**config.mk**
```make
export PLATFORM = sky130hd
export DESIGN_NAME = qam16_modulator
export DESIGN_NICKNAME = d
export VERILOG_FILES = /design/src/rtl/qam_pkg.sv /design/src/rtl/qam_sin_lut.sv /design/src/rtl/qam16_modulator.sv
export SDC_FILE = /design/constraint.sdc
export NUM_CORES = 1
export LEC_CHECK = 0
export BUFFER_PORTS_ARGS = -buffer_cell sky130_fd_sc_hd__buf_2
export CAP_MARGIN = 20
export CORE_AREA = 2 2 269 138
export CTS_CLUSTER_DIAMETER = 150
export DETAILED_ROUTE_END_ITERATION = 10
export DIE_AREA = 0 0 271 140
export PLACE_DENSITY = 0.61
export REMOVE_ABC_BUFFERS = 1
export SLEW_MARGIN = 5
export SYNTH_ARGS = -nofsm -noshare
export SYNTH_HDL_FRONTEND = slang
export SYNTH_HIERARCHICAL = 1
export SYNTH_SLANG_ARGS = --single-unit
```
**constraint.sdc**
```tcl
create_clock -name CLOCK_50 -period 4.9 [get_ports CLOCK_50]
set_input_delay 0.49 -clock CLOCK_50 [delete_from_list [all_inputs] [get_ports CLOCK_50]]
set_output_delay 0.49 -clock CLOCK_50 [all_outputs]
set_load 0.005 [all_outputs]
```
**src/rtl/qam_pkg.sv**
```systemverilog
// Shared types and constants for the 16-QAM modulator: levels, Gray map,
// FSM states and sine-table geometry.
package qam_pkg;

  typedef logic signed [3:0] level_t;

  localparam level_t LVL_M2   = -4'sd2;
  localparam level_t LVL_M1   = -4'sd1;
  localparam level_t LVL_P1   = 4'sd1;
  localparam level_t LVL_P2   = 4'sd2;
  localparam level_t LVL_ZERO = 4'sd0;

  localparam logic [1:0] GRAY_M2 = 2'b00;
  localparam logic [1:0] GRAY_M1 = 2'b01;
  localparam logic [1:0] GRAY_P1 = 2'b11;
  localparam logic [1:0] GRAY_P2 = 2'b10;

  typedef enum logic {IDLE, RUN} state_t;

  localparam int SIN_AMP   = 32767;
  localparam int LUT_DEPTH = 256;
  localparam int LUT_AW    = 8;
  localparam int LUT_DW    = 16;

  function automatic level_t gray_map(input logic [1:0] b);
    level_t lvl;
    case (b)
      GRAY_M2: lvl = LVL_M2;
      GRAY_M1: lvl = LVL_M1;
      GRAY_P1: lvl = LVL_P1;
      default: lvl = LVL_P2;
    endcase
    return lvl;
  endfunction

endpackage

```
**src/rtl/qam_sin_lut.sv**
```systemverilog
// 256-entry signed sine ROM (amplitude 32767) with registered sin and cos
// read ports; built from a 65-entry quarter-wave table.
module qam_sin_lut
  import qam_pkg::*;
(
  input  logic                     clk,
  input  logic                     rst,
  input  logic [LUT_AW-1:0]        sin_addr,
  input  logic [LUT_AW-1:0]        cos_addr,
  output logic signed [LUT_DW-1:0] sin_q,
  output logic signed [LUT_DW-1:0] cos_q
);

  logic signed [LUT_DW-1:0] sin_d;
  logic signed [LUT_DW-1:0] cos_d;

  // round(32767 * sin(k*pi/128)) for k = 0..64
  function automatic logic signed [LUT_DW-1:0] quarter(input logic [6:0] k);
    logic signed [LUT_DW-1:0] v;
    case (k)
      7'd0:  v = 16'sd0;     7'd1:  v = 16'sd804;   7'd2:  v = 16'sd1608;  7'd3:  v = 16'sd2410;
      7'd4:  v = 16'sd3212;  7'd5:  v = 16'sd4011;  7'd6:  v = 16'sd4808;  7'd7:  v = 16'sd5602;
      7'd8:  v = 16'sd6393;  7'd9:  v = 16'sd7179;  7'd10: v = 16'sd7962;  7'd11: v = 16'sd8739;
      7'd12: v = 16'sd9512;  7'd13: v = 16'sd10278; 7'd14: v = 16'sd11039; 7'd15: v = 16'sd11793;
      7'd16: v = 16'sd12539; 7'd17: v = 16'sd13279; 7'd18: v = 16'sd14010; 7'd19: v = 16'sd14732;
      7'd20: v = 16'sd15446; 7'd21: v = 16'sd16151; 7'd22: v = 16'sd16846; 7'd23: v = 16'sd17530;
      7'd24: v = 16'sd18204; 7'd25: v = 16'sd18868; 7'd26: v = 16'sd19519; 7'd27: v = 16'sd20159;
      7'd28: v = 16'sd20787; 7'd29: v = 16'sd21403; 7'd30: v = 16'sd22005; 7'd31: v = 16'sd22594;
      7'd32: v = 16'sd23170; 7'd33: v = 16'sd23731; 7'd34: v = 16'sd24279; 7'd35: v = 16'sd24811;
      7'd36: v = 16'sd25329; 7'd37: v = 16'sd25832; 7'd38: v = 16'sd26319; 7'd39: v = 16'sd26790;
      7'd40: v = 16'sd27245; 7'd41: v = 16'sd27683; 7'd42: v = 16'sd28105; 7'd43: v = 16'sd28510;
      7'd44: v = 16'sd28898; 7'd45: v = 16'sd29268; 7'd46: v = 16'sd29621; 7'd47: v = 16'sd29956;
      7'd48: v = 16'sd30273; 7'd49: v = 16'sd30571; 7'd50: v = 16'sd30852; 7'd51: v = 16'sd31113;
      7'd52: v = 16'sd31356; 7'd53: v = 16'sd31580; 7'd54: v = 16'sd31785; 7'd55: v = 16'sd31971;
      7'd56: v = 16'sd32137; 7'd57: v = 16'sd32285; 7'd58: v = 16'sd32412; 7'd59: v = 16'sd32521;
      7'd60: v = 16'sd32609; 7'd61: v = 16'sd32678; 7'd62: v = 16'sd32728; 7'd63: v = 16'sd32757;
      7'd64: v = 16'(SIN_AMP);
      default: v = 16'sd0;
    endcase
    return v;
  endfunction

  // Quadrants 1 and 3 read the mirrored index; quadrants 2 and 3 negate.
  function automatic logic signed [LUT_DW-1:0] sine(input logic [LUT_AW-1:0] a);
    logic [6:0]               off;
    logic [6:0]               mir;
    logic signed [LUT_DW-1:0] mag;
    off = {1'b0, a[5:0]};
    mir = 7'd64 - off;
    mag = quarter(a[6] ? mir : off);
    return a[7] ? -mag : mag;
  endfunction

  always_comb begin
    sin_d = sine(sin_addr);
    cos_d = sine(cos_addr);
  end

  always_ff @(posedge clk or posedge rst) begin
    if (rst) begin
      sin_q <= '0;
      cos_q <= '0;
    end else begin
      sin_q <= sin_d;
      cos_q <= cos_d;
    end
  end

endmodule

```
**src/rtl/qam16_modulator.sv**
```systemverilog
// Serial bits -> Gray-mapped 16-QAM symbols -> passband sample I*cos - Q*sin.
// Define QAM_PRBS_EN to replace bit_in/bit_valid with an internal PRBS-15 source.
module qam16_modulator
  import qam_pkg::*;
#(
  parameter int          SYM_LEN   = 50,
  parameter logic [31:0] PHASE_INC = 32'd171798692
) (
  input  logic               CLOCK_50,
  input  logic               reset,
  input  logic               bit_in,
  input  logic               bit_valid,
  output logic               bit_ready,
  output logic signed [3:0]  i,
  output logic signed [3:0]  q,
  output logic signed [18:0] signal,
  output logic               sym_strobe,
  output logic               sym_underrun,
  output logic               busy
);

  localparam int         DATA_W    = 4;
  localparam int         COEF_W    = LUT_DW;
  localparam int         OUT_W     = 19;
  localparam logic [9:0] SAMP_LAST = 10'(SYM_LEN - 1);

  // |difference| <= 131068 fits 19 bits signed, so plain truncation is exact.
  function automatic logic signed [OUT_W-1:0] mix(
    input logic signed [DATA_W-1:0] li,
    input logic signed [DATA_W-1:0] lq,
    input logic signed [COEF_W-1:0] c,
    input logic signed [COEF_W-1:0] s
  );
    logic signed [19:0] prod_i;
    logic signed [19:0] prod_q;
    logic signed [20:0] diff;
    prod_i = 20'(li) * 20'(c);
    prod_q = 20'(lq) * 20'(s);
    diff   = 21'(prod_i) - 21'(prod_q);
    return diff[OUT_W-1:0];
  endfunction

  state_t      state_q, state_d;
  logic [3:0]  nib_q, nib_d;
  logic [2:0]  nib_cnt_q, nib_cnt_d;
  logic [9:0]  samp_cnt_q, samp_cnt_d;
  logic [31:0] phase_q, phase_d;
  level_t      i_q, i_d, q_q, q_d;
  logic        sym_strobe_q, sym_strobe_d;
  logic        sym_underrun_q, sym_underrun_d;

  level_t                   i_p1_q, i_p1_d, q_p1_q, q_p1_d;
  logic signed [COEF_W-1:0] sin_p1, cos_p1;
  logic signed [OUT_W-1:0]  signal_p2_q, signal_p2_d;
  logic [LUT_AW-1:0]        cos_addr;

  logic src_bit;
  logic src_valid;
  logic accept;
  logic sym_ready;

  assign bit_ready = (nib_cnt_q < 3'd4);
  assign accept    = src_valid && bit_ready;
  assign sym_ready = (nib_cnt_q == 3'd4);

`ifdef QAM_PRBS_EN
  logic [14:0] prbs_q, prbs_d;
  logic        ext_unused;

  assign ext_unused = bit_in ^ bit_valid;
  assign src_bit    = prbs_q[14];
  assign src_valid  = 1'b1;

  always_comb begin
    prbs_d = prbs_q;
    if (accept) prbs_d = {prbs_q[13:0], prbs_q[14] ^ prbs_q[13]};
  end

  always_ff @(posedge CLOCK_50 or posedge reset) begin
    if (reset) prbs_q <= 15'h7FFF;
    else       prbs_q <= prbs_d;
  end
`else
  assign src_bit   = bit_in;
  assign src_valid = bit_valid;
`endif

  always_comb begin
    state_d        = state_q;
    nib_d          = nib_q;
    nib_cnt_d      = nib_cnt_q;
    samp_cnt_d     = samp_cnt_q;
    phase_d        = phase_q;
    i_d            = i_q;
    q_d            = q_q;
    sym_strobe_d   = 1'b0;
    sym_underrun_d = 1'b0;

    if (accept) begin
      nib_d     = {nib_q[2:0], src_bit};
      nib_cnt_d = nib_cnt_q + 3'd1;
    end

    case (state_q)
      IDLE: begin
        i_d        = LVL_ZERO;
        q_d        = LVL_ZERO;
        phase_d    = '0;
        samp_cnt_d = '0;
        if (sym_ready) begin
          i_d          = gray_map(nib_q[3:2]);
          q_d          = gray_map(nib_q[1:0]);
          nib_cnt_d    = '0;
          sym_strobe_d = 1'b1;
          state_d      = RUN;
        end
      end
      default: begin
        phase_d    = phase_q + PHASE_INC;
        samp_cnt_d = samp_cnt_q + 10'd1;
        // Only a nibble complete before the boundary cycle counts for it.
        if (samp_cnt_q == SAMP_LAST) begin
          samp_cnt_d = '0;
          if (sym_ready) begin
            i_d          = gray_map(nib_q[3:2]);
            q_d          = gray_map(nib_q[1:0]);
            nib_cnt_d    = '0;
            sym_strobe_d = 1'b1;
          end else begin
            i_d            = LVL_ZERO;
            q_d            = LVL_ZERO;
            sym_underrun_d = 1'b1;
            state_d        = IDLE;
          end
        end
      end
    endcase
  end

  always_ff @(posedge CLOCK_50 or posedge reset) begin
    if (reset) begin
      state_q        <= IDLE;
      nib_q          <= '0;
      nib_cnt_q      <= '0;
      samp_cnt_q     <= '0;
      phase_q        <= '0;
      i_q            <= LVL_ZERO;
      q_q            <= LVL_ZERO;
      sym_strobe_q   <= 1'b0;
      sym_underrun_q <= 1'b0;
    end else begin
      state_q        <= state_d;
      nib_q          <= nib_d;
      nib_cnt_q      <= nib_cnt_d;
      samp_cnt_q     <= samp_cnt_d;
      phase_q        <= phase_d;
      i_q            <= i_d;
      q_q            <= q_d;
      sym_strobe_q   <= sym_strobe_d;
      sym_underrun_q <= sym_underrun_d;
    end
  end

  // Stage p1: sine/cosine lookup, levels delayed to stay aligned with it
  assign cos_addr = phase_q[31:24] + 8'd64;

  qam_sin_lut u_lut (
    .clk      (CLOCK_50),
    .rst      (reset),
    .sin_addr (phase_q[31:24]),
    .cos_addr (cos_addr),
    .sin_q    (sin_p1),
    .cos_q    (cos_p1)
  );

  // Stage p2: multiply and subtract
  always_comb begin
    i_p1_d      = i_q;
    q_p1_d      = q_q;
    signal_p2_d = mix(i_p1_q, q_p1_q, cos_p1, sin_p1);
  end

  always_ff @(posedge CLOCK_50 or posedge reset) begin
    if (reset) begin
      i_p1_q      <= LVL_ZERO;
      q_p1_q      <= LVL_ZERO;
      signal_p2_q <= '0;
    end else begin
      i_p1_q      <= i_p1_d;
      q_p1_q      <= q_p1_d;
      signal_p2_q <= signal_p2_d;
    end
  end

  assign i            = i_q;
  assign q            = q_q;
  assign signal       = signal_p2_q;
  assign sym_strobe   = sym_strobe_q;
  assign sym_underrun = sym_underrun_q;
  assign busy         = (state_q == RUN);

endmodule

```
# ---- Yosys cells after proc, flatten, opt, wreduce, memory -nomap -nowiden
# Memories as Yosys holds them, arrays and structs flattened.
# Index checks and enable logic that the tools add are counted.
dict set report op_classes {
  addsub 9
  mul 2
  order_cmp 1
  n_eq_ne 7
  n_mux 27
  reduce_logical 3
}
# operator n
set ops {}
lappend ops {{multiplier 4 x 16 -> 19 bit} 2}
lappend ops {{adder 32 x 28 -> 32 bit, second input constant} 1}
lappend ops {{2-to-1 mux 16 bit} 2}
lappend ops {{2-to-1 mux 32 bit} 1}
lappend ops {{negator 16 bit} 2}
lappend ops {{2-to-1 mux 4 bit} 6}
lappend ops {{case mux 4 bit (3 select lines)} 2}
lappend ops {{2-to-1 mux 10 bit} 2}
lappend ops {{subtractor 19 bit} 1}
lappend ops {{2-to-1 mux 7 bit} 2}
lappend ops {{subtractor 7 x 6 -> 7 bit, first input constant} 2}
lappend ops {{2-to-1 mux 3 bit} 4}
lappend ops {{adder 10 x 1 -> 10 bit, second input constant} 1}
lappend ops {{== test 10 x 6 -> 1 bit, second input constant} 1}
lappend ops {{adder 8 x 7 -> 8 bit, second input constant} 1}
lappend ops {{2-to-1 mux 1 bit} 8}
lappend ops {{== test 2 x 1 -> 1 bit, second input constant} 2}
lappend ops {{== test 2 bit, second input constant} 2}
lappend ops {{zero test 2 bit} 2}
lappend ops {{adder 3 x 1 -> 3 bit, second input constant} 1}
lappend ops {{== test 3 bit, second input constant} 1}
lappend ops {{less-than comparator 3 bit, second input constant} 1}
lappend ops {{inequality test 2 x 1 -> 1 bit, second input constant} 1}
lappend ops {{logical AND 1 bit} 1}
dict set report totals {
  register_bits 119
  mem_bits_ro 3840
  input_bits 4
  output_inout_bits 31
  wordCells 65
  n_memories 2
}
# memory words word_bits rd rd_clocked_by_memory_dff write_ports line_no
set mem_list {}
lappend mem_list {{(name not given)} 128 15 1 0 0 qam_sin_lut.sv:20} ;# case (k)
lappend mem_list {{(name not given)} 128 15 1 0 0 qam_sin_lut.sv:20}

# ---- Longest topological paths before layout
dict set report logic_depth {
  depth_word 6
  mapped_depth 22
  depth_no_buf 18
}

# ---- Modules after synthesis
# The synthesis kept the hierarchy.
# module instances cells_per_inst area_each_um2 seq_area_each_um2
set modules_own_cells {}
lappend modules_own_cells {qam16_modulator 1 751 7342.0 2026.9}
lappend modules_own_cells {qam_sin_lut 1 857 6424.9 800.8}

# ---- Worst setup path after synthesis
# No wires, ideal clock.
dict set report synth_timing {
  path_type {register to register}
  from {reg i_p1_q[2]}
  to {reg signal_p2_q[18] (netlist: signal[18])}
  setup_time_ns 0.080
  t_arrival_ns 5.077
  required_time_ns 4.820
  path_slack_ns -0.257
  stages_incl_launch_ff 21
  path_buffers 2
  synth_period_minus_slack_ns 5.157
  cell_sequence {dfrtp_1 -> clkbuf_1 -> buf_1 -> nand2_1 -> fa_1 -> inv_1 -> fa_1 -> inv_1 -> ha_1 -> inv_1 -> fa_1 -> inv_1 -> fa_1 -> inv_1 -> ha_1 -> a311oi_1 -> o21ba_2 -> o31a_1 -> o211a_1 -> o31ai_2 -> xnor2_1}
}
dict set report synth_via {
  elab_chain_cells 2
}
# element line_no
set synth_rtl {}
lappend synth_rtl {{start: declaration} qam16_modulator.sv:52} ;# level_t i_p1_q, i_p1_d, q_p1_q, q_p1_d;
lappend synth_rtl {{start signal: assignment} qam16_modulator.sv:189} ;# i_p1_q <= i_p1_d;
lappend synth_rtl {{multiplier 4 x 16 -> 19 bit} qam16_modulator.sv:37} ;# prod_i = 20'(li) * 20'(c);
lappend synth_rtl {{subtractor 19 bit} qam16_modulator.sv:39} ;# diff = 21'(prod_i) - 21'(prod_q);
lappend synth_rtl {{net signal_p2_d[18]} qam16_modulator.sv:54} ;# logic signed [OUT_W-1:0] signal_p2_q, signal_p2_d;
lappend synth_rtl {{end signal: assignment} qam16_modulator.sv:191} ;# signal_p2_q <= signal_p2_d;
lappend synth_rtl {{end: declaration} qam16_modulator.sv:54}
# The timed path passes the listed nets, and every way through them passes these cells.
# A chain may end at the register's enable or synchronous reset.

# ---- Worst setup path after layout
dict set report layout_timing {
  from {reg i_p1_q[2]}
  to {reg signal_p2_q[12] (netlist: signal[12])}
}
# The elaborated chain is that of the path after synthesis.

==> flow_summary_export.csv <==
group,metric,value,unit
critical_path,critPathArrivalTime,5.07,ns
sta,drv_slew,0,
route,drc,0,
floorplanning,io-pin-count,35,
global_routing,grt_pass1_vias,11800,
run,drv_cap,0,
critical_path,cp.buffers_inverters,3,
sta,period_minus_slack,4.73,ns
sta,tightest_slew,1.09,ns
logic_synthesis,avgSynthCellArea,8.56,um^2
clock_network,cts_root_buf,"clkbuf_16",
logic_synthesis,seq_area_frac_synth,20.5,%
floorplanning,fp.dieW,271,um
critical_path,critical-path-slowest-cell,"fa_1",
route,vias,12300,
place,port_buffers,34,
route,drtIter0Drc,1396,
final_layout,final_common_cell,"nand2_1",
critical_path,startpoint_type,"register",
place,routabilityCongestion,0.989,
critical_path,rr_startpoint,"i_p1_q[2]",
sta,skew,0.0165,ns
hold_path,hold_path_depth,3,
logic_synthesis,ys.flop_type,"dfrtp_1",
logic_synthesis,ys_ff_latch,113,
logic_synthesis,netlist_area,13800,um^2
clock_network,worst_skew_pair.late_latency,0.44,ns
final_layout,stdcell_count,2134,
final_layout,fin_nets,1825,
final_layout,final_util,43.2,%
floorplanning,die_area,37900,um^2
sta,slew_headroom,27.0,%
logic_synthesis,yosys_warnings,6,
final_layout,diodes,0,
global_routing,grt_usage,22.6,%
global_routing,grt_overflow,0,
critical_path,crit_path_frequent_cell,"fa_1",
sta,setup_viol,0,
route,final_antenna_net_count,0,
hold_path,hold_end,"nib_cnt_q[2]",
critical_path,slowest_delay,0.52,ns
logic_synthesis,syn_inst,1608,
final_layout,syn_to_final_growth,11.4,%
clock_network,clk_pin_slew_worst_paths,0.06,ns
floorplanning,num_rows,49,
global_routing,antenna_found_initial,0,
logic_synthesis,synth_edf_count,0,
critical_path,crit_type,"reg2reg",
clock_network,h-tree-depth,4,
route,detail_route.wl_per_cell,19.7,um
global_routing,grt_max_degree,56,
final_layout,drive_above_1_share,14.4,%
floorplanning,design.core.area,35500,um^2
global_routing,grt_pass1_wl,67800,um
floorplanning,die-height,140,um
critical_path,r2r_end,"signal[12]",
clock_network,clkSinkCount,113,
floorplanning,initial_core_util,38.8,%
sta,final.period_utilization,96.4,%
clock_network,cts_buffers,17,
clock_network,clockBufferDepth,2,
clock_network,tritoncts,"done",
place,dp_hpwl,32500,um
hold_path,min_path_type,"in2reg",
sta,final_hold_viol_count,0,
sta,fmax,0.212,GHz
place,place_inst,2099,
route,routed_via_density,5.76,
critical_path,worst_ep_required_time,5.24,ns
critical_path,end_kind,"register",
critical_path,worst-path-max-fanout,9,
route,firstDrtPassIters,7,
critical_path,crit_family,"adder cells",
hold_path,hold_path.startpoint,"bit_valid",
critical_path,r2r_setup_slack,0.17,ns
critical_path,cp_cell_sequence,"inv_2 -> buf_4 -> nor2_1 -> fa_1 -> fa_1 -> fa_1 -> fa_1 -> ha_1 -> ha_1 -> a21oi_1 -> o21a_1 -> o31a_1 -> buf_4 -> o21ai_0 -> a21oi_1 -> xnor2_1",
route,drt_wl_total,42000,um
logic_synthesis,synthArstFlopShare,100,%
critical_path,rr_worst_depth,16,
final_layout,layout_common_cells,"149 x nand2_1, 132 x nor2_1, 128 x inv_1",
run_status,outcome,"finished clean",
logic_synthesis,synth_cell_types,111,
## metal layers
layer,GRT usage [%],up-vias,part of all wire [%]
met5,0,-,0
met4,3.02,0,0.36
met3,7.73,14,12
met2,28.3,519,36
met1,36.5,6048,51
li1,-,5718,-
## synthesized netlist by cell type (11+ instances only)
master	count	share of area, %
buf_4	13	0.71
nand2_1	150	4.1
o21ai_0	54	2.0
nor3_1	33	1.2
fa_1	93	14
a21oi_1	88	3.2
dfrtp_1	113	21
clkbuf_1	49	1.3
nand3_1	52	1.9
a211oi_1	29	1.6
nor2_1	132	3.6
a31oi_1	15	0.68
nor2b_1	31	1.4
buf_2	30	1.1
ha_1	91	8.3
xnor2_1	59	3.8
a221oi_1	11	0.70
o22ai_1	11	0.50
or3_1	11	0.50
inv_1	131	3.6
and2_1	44	2.0
xor2_1	25	1.6
o211ai_1	21	1.1
mux2i_1	17	1.2
nand2b_1	26	1.2
o31ai_1	16	0.87
a21o_1	12	0.65
## per-stage QoR
step | TNS [ns] | worst slack (ns) | cell area, um^2 | hold WS [ns]
after detailed placement | 0 | 0.0231 | 14600 | 0.414
after CTS | 0 | 0.0201 | 15200 | 0.179
after global routing | -0.0111 | -0.00678 | 15300 | 0.297
final | 0 | 0.174 | 15300 | 0.303
after global placement | 0 | 0.156 | 14600 | 0.433
after floorplan | -4.43 | -0.652 | 13200 | 0.396
## worst register-to-register path, cell delays in order, from the launching register on
cell	delay, ns
dfrtp_2	0.44
inv_2	0.14
buf_4	0.20
nor2_1	0.08
fa_1	0.49
fa_1	0.44
fa_1	0.52
fa_1	0.51
ha_1	0.32
ha_1	0.37
a21oi_1	0.19
o21a_1	0.14
o31a_1	0.22
buf_4	0.16
o21ai_0	0.07
a21oi_1	0.20
xnor2_1	0.15
## what timing repair did
| item | 4_1_cts | 5_1_grt |
|---|---|---|
| gates resized for setup | 1 | 16 |
| hold buffers | 0 | 1 |
| pin swaps | 0 | 8 |
| setup endpoints to repair | 1 | 9 |
| hold endpoints to repair | 0 | 4 |
| buffers inserted | 0 | 1 |
## final cells by class
class | count | area (um^2)
inverter | 138 | 519
timing repair buffer | 117 | 833
tap | 484 | 606
fill | 3473 | 20200
sequential | 113 | 2830
multi-input combinational | 1250 | 9940
clock inverter | 14 | 180
clock buffer | 18 | 429
## state kept, by name, indices dropped and copies added (netlist names)
name          cells
i                 3
u_lut/sin_q      16
samp_cnt_q       10
signal           19
sym_strobe        1
i_p1_q            3
sym_underrun      1
u_lut/cos_q      16
phase_q          30
busy              1
q                 3
nib_cnt_q         3
q_p1_q            3
nib_q             4
## cells by family after synthesis
kind of cell / after synthesis / synth area share (%)
xor+xnor: 87 / 5.83
flops: 113 / 20.5
compound gates: 406 / 22.2
fa+ha+maj: 184 / 21.8
mux: 24 / 1.81
buf+inv: 245 / 7.74
simple gates: 549 / 20.1
## worst max-delay path by stage
| stage | start | end | slack (ns) | depth (start not counted) |
|---|---|---|---|---|
| final | i_p1_q[2] | signal[12] | 0.17 | 16 |
| after global routing | i_p1_q[2] | signal[18] | -0.007 | 19 |
| after CTS | i_p1_q[2] | signal[18] | 0.02 | 18 |
| after detailed placement | i_p1_q[2] | signal[18] | 0.02 | 15 |
| after global placement | i_p1_q[2] | signal[18] | 0.16 | 15 |
| after floorplan | phase_q[24] | u_lut/cos_q[12] | -0.65 | 15 |
Power is not shown: default switching activity piles up to over one toggle a cycle in this logic, so the estimate is an artifact.
